**src/rtl/iss_pkg.sv**
```systemverilog
// Shared defaults and the issue-queue entry layout for the ISS stage.
package iss_pkg;

  localparam int ISS_TAG_W    = 6;
  localparam int ISS_PAY_W    = 44;
  localparam int ISS_NUM_WAKE = 3;
  localparam int ISS_DEPTH    = 16;

  typedef struct packed {
    logic                 valid;
    logic [ISS_PAY_W-1:0] pay;
    logic [ISS_TAG_W-1:0] src1;
    logic                 rdy1;
    logic [ISS_TAG_W-1:0] src2;
    logic                 rdy2;
    logic [ISS_TAG_W-1:0] dst;
    logic                 dstv;
  } iss_entry_t;

  function automatic int iss_idx_w(input int depth);
    return (depth > 1) ? $clog2(depth) : 1;
  endfunction

endpackage

```
**src/rtl/iss_age_select.sv**
```systemverilog
// Oldest-first priority encoder: slot 0 is oldest, so the lowest set request wins.
module iss_age_select
  import iss_pkg::*;
#(
  parameter int DEPTH = ISS_DEPTH,
  parameter int IDX_W = iss_idx_w(DEPTH)
) (
  input  logic [DEPTH-1:0] i_req,
  output logic [DEPTH-1:0] o_grant,
  output logic [IDX_W-1:0] o_idx,
  output logic             o_any
);

  always_comb begin
    o_grant = '0;
    o_idx   = '0;
    o_any   = 1'b0;
    for (int i = DEPTH - 1; i >= 0; i--) begin
      if (i_req[i]) begin
        o_grant    = '0;
        o_grant[i] = 1'b1;
        o_idx      = IDX_W'(i);
        o_any      = 1'b1;
      end
    end
  end

endmodule

```
**src/rtl/iss_issue_queue.sv**
```systemverilog
// Collapsing out-of-order issue queue with wakeup, flush, FREEZE stall and occupancy count.
// Optional busy-bit table for source readiness: define ISS_BUSY_TABLE_EN.
module iss_issue_queue
  import iss_pkg::*;
#(
  parameter int DEPTH    = ISS_DEPTH,
  parameter int TAG_W    = ISS_TAG_W,
  parameter int PAY_W    = ISS_PAY_W,
  parameter int NUM_WAKE = ISS_NUM_WAKE,
  parameter int CNT_W    = $clog2(DEPTH + 1)
) (
  input  logic                      CLK,
  input  logic                      RESET,
  input  logic                      FREEZE,
  input  logic                      flush_IN,
  input  logic                      disp_valid_IN,
  output logic                      disp_ready_OUT,
  input  logic [PAY_W-1:0]          disp_pay_IN,
  input  logic [TAG_W-1:0]          disp_src1_IN,
  input  logic [TAG_W-1:0]          disp_src2_IN,
  input  logic [1:0]                disp_rdy_IN,
  input  logic [TAG_W-1:0]          disp_dst_IN,
  input  logic                      disp_dstv_IN,
  input  logic [NUM_WAKE-1:0]       wake_valid_IN,
  input  logic [NUM_WAKE*TAG_W-1:0] wake_tag_IN,
  output logic                      iss_valid_OUT,
  output logic [PAY_W-1:0]          iss_pay_OUT,
  output logic [TAG_W-1:0]          iss_dst_OUT,
  output logic                      iss_dstv_OUT,
  output logic [CNT_W-1:0]          count_OUT,
  output logic                      empty_OUT
);

  localparam int IDX_W = iss_idx_w(DEPTH);

  typedef struct packed {
    logic             valid;
    logic [PAY_W-1:0] pay;
    logic [TAG_W-1:0] src1;
    logic             rdy1;
    logic [TAG_W-1:0] src2;
    logic             rdy2;
    logic [TAG_W-1:0] dst;
    logic             dstv;
  } entry_t;

  function automatic logic f_woken(
    input logic [TAG_W-1:0]          tag,
    input logic [NUM_WAKE-1:0]       vld,
    input logic [NUM_WAKE*TAG_W-1:0] tags
  );
    logic hit;
    hit = 1'b0;
    for (int i = 0; i < NUM_WAKE; i++) begin
      if (vld[i] && (tags[i*TAG_W +: TAG_W] == tag)) hit = 1'b1;
    end
    return hit;
  endfunction

  entry_t           r_q     [DEPTH];
  logic [CNT_W-1:0] r_count;
  logic             r_iss_valid;
  logic [PAY_W-1:0] r_iss_pay;
  logic [TAG_W-1:0] r_iss_dst;
  logic             r_iss_dstv;

  entry_t           w_woke  [DEPTH+1];
  entry_t           w_next  [DEPTH];
  entry_t           w_new;
  logic [DEPTH-1:0] w_req;
  logic [DEPTH-1:0] w_grant;
  logic [DEPTH-1:0] w_mask;
  logic [IDX_W-1:0] w_sel_idx;
  logic             w_any;
  logic             w_issue;
  logic             w_accept;
  logic [CNT_W-1:0] w_wr_idx;
  logic [1:0]       w_base_rdy;

  assign disp_ready_OUT = (r_count != CNT_W'(DEPTH));
  assign empty_OUT      = (r_count == '0);
  assign count_OUT      = r_count;
  assign iss_valid_OUT  = r_iss_valid;
  assign iss_pay_OUT    = r_iss_pay;
  assign iss_dst_OUT    = r_iss_dst;
  assign iss_dstv_OUT   = r_iss_dstv;

  assign w_accept = disp_valid_IN & disp_ready_OUT & ~flush_IN;
  assign w_issue  = w_any & ~FREEZE & ~flush_IN;
  // Issuing frees a lower slot, so the new entry lands one below the current top.
  assign w_wr_idx = r_count - CNT_W'(w_issue);

`ifdef ISS_BUSY_TABLE_EN
  logic [(1<<TAG_W)-1:0] r_busy;
  logic                  w_unused_rdy;

  assign w_unused_rdy = ^disp_rdy_IN;
  assign w_base_rdy   = {~r_busy[disp_src2_IN], ~r_busy[disp_src1_IN]};

  // Later NBAs win, so a same-cycle dispatch set overrides a wakeup clear.
  always_ff @(posedge CLK or negedge RESET) begin
    if (!RESET) begin
      r_busy <= '0;
    end else begin
      for (int i = 0; i < NUM_WAKE; i++) begin
        if (wake_valid_IN[i]) r_busy[wake_tag_IN[i*TAG_W +: TAG_W]] <= 1'b0;
      end
      if (w_accept && disp_dstv_IN && (disp_dst_IN != '0)) r_busy[disp_dst_IN] <= 1'b1;
    end
  end
`else
  assign w_base_rdy = disp_rdy_IN;
`endif

  genvar gi;
  generate
    for (gi = 0; gi < DEPTH; gi++) begin : g_req
      assign w_req[gi]  = r_q[gi].valid & r_q[gi].rdy1 & r_q[gi].rdy2;
      assign w_mask[gi] = |w_grant[gi:0];
    end
  endgenerate

  iss_age_select #(
    .DEPTH (DEPTH),
    .IDX_W (IDX_W)
  ) u_age_select (
    .i_req   (w_req),
    .o_grant (w_grant),
    .o_idx   (w_sel_idx),
    .o_any   (w_any)
  );

  always_comb begin
    w_new       = '0;
    w_new.valid = 1'b1;
    w_new.pay   = disp_pay_IN;
    w_new.src1  = disp_src1_IN;
    w_new.src2  = disp_src2_IN;
    w_new.dst   = disp_dst_IN;
    w_new.dstv  = disp_dstv_IN;
    w_new.rdy1  = w_base_rdy[0] | f_woken(disp_src1_IN, wake_valid_IN, wake_tag_IN);
    w_new.rdy2  = w_base_rdy[1] | f_woken(disp_src2_IN, wake_valid_IN, wake_tag_IN);
  end

  // Extra top slot is an empty entry that shifts into slot DEPTH-1 on issue.
  always_comb begin
    for (int j = 0; j <= DEPTH; j++) w_woke[j] = '0;
    for (int j = 0; j < DEPTH; j++) begin
      w_woke[j]      = r_q[j];
      w_woke[j].rdy1 = r_q[j].rdy1 | f_woken(r_q[j].src1, wake_valid_IN, wake_tag_IN);
      w_woke[j].rdy2 = r_q[j].rdy2 | f_woken(r_q[j].src2, wake_valid_IN, wake_tag_IN);
    end
  end

  always_comb begin
    for (int j = 0; j < DEPTH; j++) begin
      w_next[j] = (w_issue && w_mask[j]) ? w_woke[j+1] : w_woke[j];
      if (w_accept && (w_wr_idx == CNT_W'(j))) w_next[j] = w_new;
    end
  end

  always_ff @(posedge CLK or negedge RESET) begin
    if (!RESET) begin
      for (int j = 0; j < DEPTH; j++) r_q[j] <= '0;
      r_count     <= '0;
      r_iss_valid <= 1'b0;
      r_iss_pay   <= '0;
      r_iss_dst   <= '0;
      r_iss_dstv  <= 1'b0;
    end else if (flush_IN) begin
      for (int j = 0; j < DEPTH; j++) r_q[j] <= '0;
      r_count     <= '0;
      r_iss_valid <= 1'b0;
    end else begin
      for (int j = 0; j < DEPTH; j++) r_q[j] <= w_next[j];
      r_count <= r_count + CNT_W'(w_accept) - CNT_W'(w_issue);
      if (!FREEZE) begin
        r_iss_valid <= w_issue;
        if (w_issue) begin
          r_iss_pay  <= r_q[w_sel_idx].pay;
          r_iss_dst  <= r_q[w_sel_idx].dst;
          r_iss_dstv <= r_q[w_sel_idx].dstv;
        end
      end
    end
  end

endmodule

```
**config.mk**
```make
export PLATFORM = sky130hd
export DESIGN_NAME = iss_issue_queue
export DESIGN_NICKNAME = d
export VERILOG_FILES = /design/src/rtl/iss_pkg.sv /design/src/rtl/iss_age_select.sv /design/src/rtl/iss_issue_queue.sv
export SDC_FILE = /design/constraint.sdc
export NUM_CORES = 2
export LEC_CHECK = 0
export ABC_AREA = 0
export BUFFER_PORTS_ARGS = -buffer_cell sky130_fd_sc_hd__buf_2
export CAP_MARGIN = 20
export CORE_MARGIN = 2
export CORE_UTILIZATION = 55
export CTS_CLUSTER_SIZE = 12
export DETAILED_ROUTE_END_ITERATION = 8
export PLACE_DENSITY = 0.8
export SLEW_MARGIN = 25
export SYNTH_ARGS = -nofsm -noshare
export SYNTH_HDL_FRONTEND = slang
export SYNTH_SLANG_ARGS = --single-unit
```
**constraint.sdc**
```tcl
create_clock -name CLK -period 9.6 [get_ports CLK]
set_input_delay 1.92 -clock CLK [delete_from_list [all_inputs] [get_ports CLK]]
set_output_delay 1.92 -clock CLK [all_outputs]
set_load 0.02 [all_outputs]
```
# == Word level (Yosys, flattened, before mapping) ==
# Index checks and enable logic that the tools add are counted.
# totals
inputBits,91
reg_bits,1113
ram_bits,0
n_memories,0
romBits,0
elab_cells,686
latch_bits,0
# op_classes
addsub,3
n_eq_ne,119
n_bitwise,73
n_lt_le_gt_ge,1
n_shift,0
mul,0
div,0
reduce_logical,168
n_mux,189
# op_table
operator,count
$mux 66,32
$mux 1056,1
$eq 6x6->1,102
$bmux 66 s4,1
$mux 16,16
$logic_and 1x1->1,134
$mux 65,2
$mux 1,120
$mux 4,16
$reduce_bool 3->1,16
$eq 5x4->1 const B,8
$and 1x1->1,36
$or 1x1->1,34
$eq 5x3->1 const B,4
$reduce_or 16->1,1
$reduce_or 15->1,1
$reduce_or 14->1,1
$reduce_or 13->1,1
$reduce_or 12->1,1
$reduce_or 11->1,1
$eq 5x2->1 const B,2
$logic_not 5->1,2
$reduce_or 10->1,1
$sub 5x1->5,2
other kinds (17),18

# == Depth between registers and ports, before layout ==
# depth
word_depth,25
mapped_depth,22
mapped_depth_nobuf,16

# == By module ==
# Synthesis repeated with hierarchy kept, for this count alone.
# hier_totals
hier_cells,7251
area_unflattened_um2,67099.4
# by_module_without_submodules
module,area_per_inst_um2,instances,cells_each
iss_issue_queue,66747.8,1,7198
iss_age_select,351.6,1,53

# == Worst setup path before layout ==
# No wires, ideal clock.
# synth_timing
kind,input to register
start,input port FREEZE
end,"register, netlist name r_q[14]"
path_buffers,5
required_time_ps,9528
cell_stages,17
arrival_time_ps,5243
path_slack_ps,4285
cell_sequence,nor2_1 o21ai_2 inv_2 buf_2 clkbuf_1 clkbuf_1 ha_1 ha_1 nand2_1 xor2_1 nand2b_1 or3_1 nor3_1 clkbuf_1 buf_1 a21oi_1 nor2_1
# synth_between
elab_chain_len,8
elab_cells_between_ends,10
cone_classes,1 x add/sub; 1 x eq/ne; 3 x mux; 3 x bitwise; 2 x reduce/logical
# synth_rtl
element,line,source
"start, declared",iss_issue_queue.sv:14,"input logic FREEZE,"
$not 1->1 (no source line) *,--,
$and 1x1->1 * (2 in series),iss_issue_queue.sv:89,assign w_issue = w_any & ~FREEZE & ~flush_IN;
$sub 5x1->5,iss_issue_queue.sv:91,assign w_wr_idx = r_count - CNT_W'(w_issue);
$eq 5x4->1,iss_issue_queue.sv:158,if (w_accept && (w_wr_idx == CNT_W'(j))) w_next[j] = w_new;
$logic_and 1x1->1,iss_issue_queue.sv:158,
$mux 66 *,iss_issue_queue.sv:158,
$mux 1056 *,iss_issue_queue.sv:170,end else if (flush_IN) begin
# Mark *: on every way between the ends. The rest lies on a longest branch, timed or not. The select of a mux whose other input is x is not followed.
# A chain may end at the register's enable or synchronous reset.

# == Final worst setup path ==
# layout_timing
start,input port flush_IN
end,"register, netlist name r_q[107]"
# layout_between
elab_chain_len,7
elab_cells_between_ends,10
cone_classes,1 x add/sub; 1 x eq/ne; 2 x mux; 3 x bitwise; 3 x reduce/logical
# layout_rtl
element,line,source
"start, declared",iss_issue_queue.sv:15,"input logic flush_IN,"
$not 1->1 (no source line),--,
$and 1x1->1,iss_issue_queue.sv:89,
$sub 5x1->5,iss_issue_queue.sv:91,
$eq 5x4->1,iss_issue_queue.sv:158,
$logic_and 1x1->1,iss_issue_queue.sv:158,
$mux 66,iss_issue_queue.sv:158,
$mux 1056,iss_issue_queue.sv:170,
# Several ways; a longest one is shown, not always the timed one.

==> impl_metrics.tcl <==
set metrics [dict create \
    p_comb_share_pct 11.4 \
    ioPinCount 150 \
    core-area_um2 120000 \
    synth_seq_cells 1113 \
    clock.fmax_mhz 166 \
    netlist_top_cells_area "dfrtp_1, mux2i_1, a211oi_1, nor2_1, xor2_1" \
    nNetsFinal 6818 \
    syn_nets 7351 \
    synth_top_area_share_pct 41.7 \
    rows 127 \
    track_usage_pct 34.6 \
    cts_buffers 117 \
    fillers 9873 \
    antenna_found_initial 11 \
    startpoint_type "input pin" \
    io_buffer_count 149 \
    syn_area_per_cell_um2 9.22 \
    grt_use_met2_pct 53.3 \
    path_clk_slew_ps 60 \
    cts.sink_count 1113 \
    grt_max_degree 202 \
    drive_gt1_share_pct 7.23 \
    seq_area_frac_synth_pct 41.7 \
    clockBufferDepth 3 \
    wl_per_cell_um 26.3 \
    power.leakage_nw 29.9 \
    path_max_fanout 72 \
    grt_pass1_vias 58100 \
    setup_violations 0 \
    power_switching_w 0.00305 \
    vdd_drop_max_mv 0.166 \
    cp.required_ps 10170 \
    synth.distinct_cells 58 \
    report.final.hold_viol_count 0 \
    dr.pass1.iters 8 \
    dp_hpwl_um 121000 \
    tns_ps 0 \
    grt_busiest_layer "met2" \
    cts_root_buf "clkbuf_16" \
    min-delay-start "iss_pay_OUT[9]$_DFFE_PN0P_" \
    finalMaxSlewViolations 0 \
    die_h_um 353 \
    via_count 58800 \
    tightest_slew_ps 1240 \
    cts_hold_buffers 0 \
    met1_usage_pct 45.4 \
    p_total_w 0.0109 \
    status "complete, no violations" \
    worstHoldPathType "register to register" \
    r2r_slack_ps 3620 \
    min_path_cells 1 \
    netSwitchingFraction_pct 28.0 \
    synthCells 7249 \
    gp_congestion 0.921 \
    seqPwrFrac_pct 46.4 \
    gr-total-overflow 0 \
    die_w_um 353 \
    power_density_nw_per_um2 153 \
    post_cts_buffers 0 \
    whs_endpoint "iss_pay_OUT[9]$_DFFE_PN0P_" \
    p_int_w 0.00786 \
    grt_util_met3_pct 7.88 \
    avgViaCountPerCell 6.98 \
    routed_wl_um 222000 \
    area_delta_synth_final_pct 6.71 \
    synth_top_area_cell "dfrtp_1" \
    min_period_ps 6030 \
    fin_crit_sh_pct 62.8 \
    yosys-top-cells-count "dfrtp_1, nor2_1, mux2i_1" \
    relSlewSlack_pct 17.3 \
    synth_warnings 0 \
    p_clk_share_pct 42.2 \
    grt_pass1_wl_um 342000 \
    cp-end-kind "register" \
    rr_endpoint "r_q[107]$_DFFE_PN0P_" \
    cp.arrival_ps 6600 \
    yosysMostFrequentCell "dfrtp_1" \
    skew_ps 75.1 \
    drc 0 \
    synth-edff-count 0 \
    die_area_um2 124000 \
    critPathKind "input pin to register" \
    cts_tree "built" \
    async_reset_ff_share_pct 100 \
    synthFlopType "dfrtp_1" \
    worstRegToRegCells 16 \
    drt_iter0_drc 8319 \
    fin_util_pct 59.3 \
    reg2reg_from "r_q[857]$_DFFE_PN0P_" \
    cts_max_level 3 \
    start_util_pct 55.6 \
    ant_nets 0 \
    syn_area_um2 66900 \
    cap_viol_max_count 0 \
    clkLatencyLatePin_ps 780 \
    cts_resized 0 \
    rsz0062_at_grt "no" \
]
-- logic make-up (layout without fill, tap and decap cells) --
kind of cell	Yosys count	in the layout	share of synthesized area (%)
buf+inv	925	482	5.49
compound gates	1588	1588	16.6
xor+xnor	618	618	8.10
simple gates	2095	2095	14.5
fa+ha+maj	11	11	0.217
mux	899	899	13.5
flops	1113	1113	41.7
other cells	0	8	0
-- cell usage in the layout, fill, tap and decap left out, types with 26 or more instances in the layout --
| cell | count |
|---|---|
| o22ai_1 | 150 |
| buf_4 | 86 |
| clkbuf_8 | 26 |
| a211oi_1 | 667 |
| or4_1 | 63 |
| nand2_1 | 416 |
| nor3b_1 | 194 |
| nor4_1 | 124 |
| dfrtp_1 | 1113 |
| buf_2 | 147 |
| nand4_1 | 105 |
| a311oi_1 | 186 |
| a21oi_1 | 350 |
| nor2_1 | 1033 |
| xor2_1 | 310 |
| clkbuf_1 | 30 |
| xnor2_1 | 308 |
| clkbuf_16 | 117 |
| nand3_1 | 83 |
| o32a_1 | 50 |
| mux2i_1 | 897 |
| o21ai_0 | 79 |
| a22o_1 | 63 |
-- final cells by class --
| cell class | instances | area [um2] | share of cell area [%] |
|---|---|---|---|
| multi-input cells | 5211 | 35700 | 50.1 |
| flip-flops and latches | 1113 | 27900 | 39.0 |
| clock buffers | 173 | 3400 | 4.76 |
| well taps | 1612 | 2020 | 2.83 |
| repair buffers | 256 | 1830 | 2.57 |
| clock inverters | 36 | 447 | 0.626 |
| inverters | 17 | 68.8 | 0.0965 |
| diodes | 8 | 20.0 | 0.0281 |
-- metal layers --
| metal | vias to the layer above | wire, um | share of wire (%) |
|---|---|---|---|
| met5 | - | 33 | 0.015 |
| met4 | 6 | 13500 | 6.1 |
| met3 | 1005 | 26100 | 12 |
| met2 | 4214 | 98500 | 44 |
| met1 | 28700 | 83800 | 38 |
| li1 | 24900 | - | - |
-- worst max-delay path: stages --
cell      delay (ps)
buf_8            170
nor2_1           380
o21ai_4          130
inv_6            420
ha_1             290
ha_1             230
nand2_1           80
xor2_1           130
nand2b_1         150
nor3b_2          730
nand2_4          760
buf_4            650
nor2_1           220
a211oi_1          80
-- flip-flops by register name (all words and copies together), names as in the netlist --
register       cells
iss_valid_OUT      1
iss_dst_OUT        6
count_OUT          5
iss_dstv_OUT       1
iss_pay_OUT       44
r_q             1056
-- how the worst max path moves through the flow --
stage | slack (ps) | cells after the start | endpoint | from
finish | 3570 | 14 | r_q[107]$_DFFE_PN0P_ | flush_IN
global route | 3360 | 13 | r_q[111]$_DFFE_PN0P_ | flush_IN
CTS | 3780 | 13 | r_q[111]$_DFFE_PN0P_ | flush_IN
detailed placement | 3060 | 14 | r_q[107]$_DFFE_PN0P_ | flush_IN
global placement | 3250 | 14 | r_q[95]$_DFFE_PN0P_ | flush_IN
floorplan | 4280 | 17 | r_q[14]$_DFF_PN0_ | FREEZE
-- power groups by stage --
stage	Combinational, W	Sequential (W)	Clock [W]
2_1_floorplan	0.000788	0.00509	0
3_3_place_gp	0.00118	0.00512	0
3_5_place_dp	0.00121	0.00513	0
4_1_cts	0.00122	0.00505	0.00462
5_1_grt	0.00134	0.00507	0.00480
6_report	0.00125	0.00506	0.00461
-- stage by stage --
step	cell area (um2)	setup slack (ps)	hold slack (ps)	instances
5_1_grt	71300	3360	523	8422
3_5_place_dp	67300	3060	490	8203
3_3_place_gp	67300	3250	490	8203
2_1_floorplan	66900	4280	480	7249
4_1_cts	71100	3780	513	8412
6_report	71300	3570	515	8426
No activity file was read; power rests on OpenSTA's default activity.
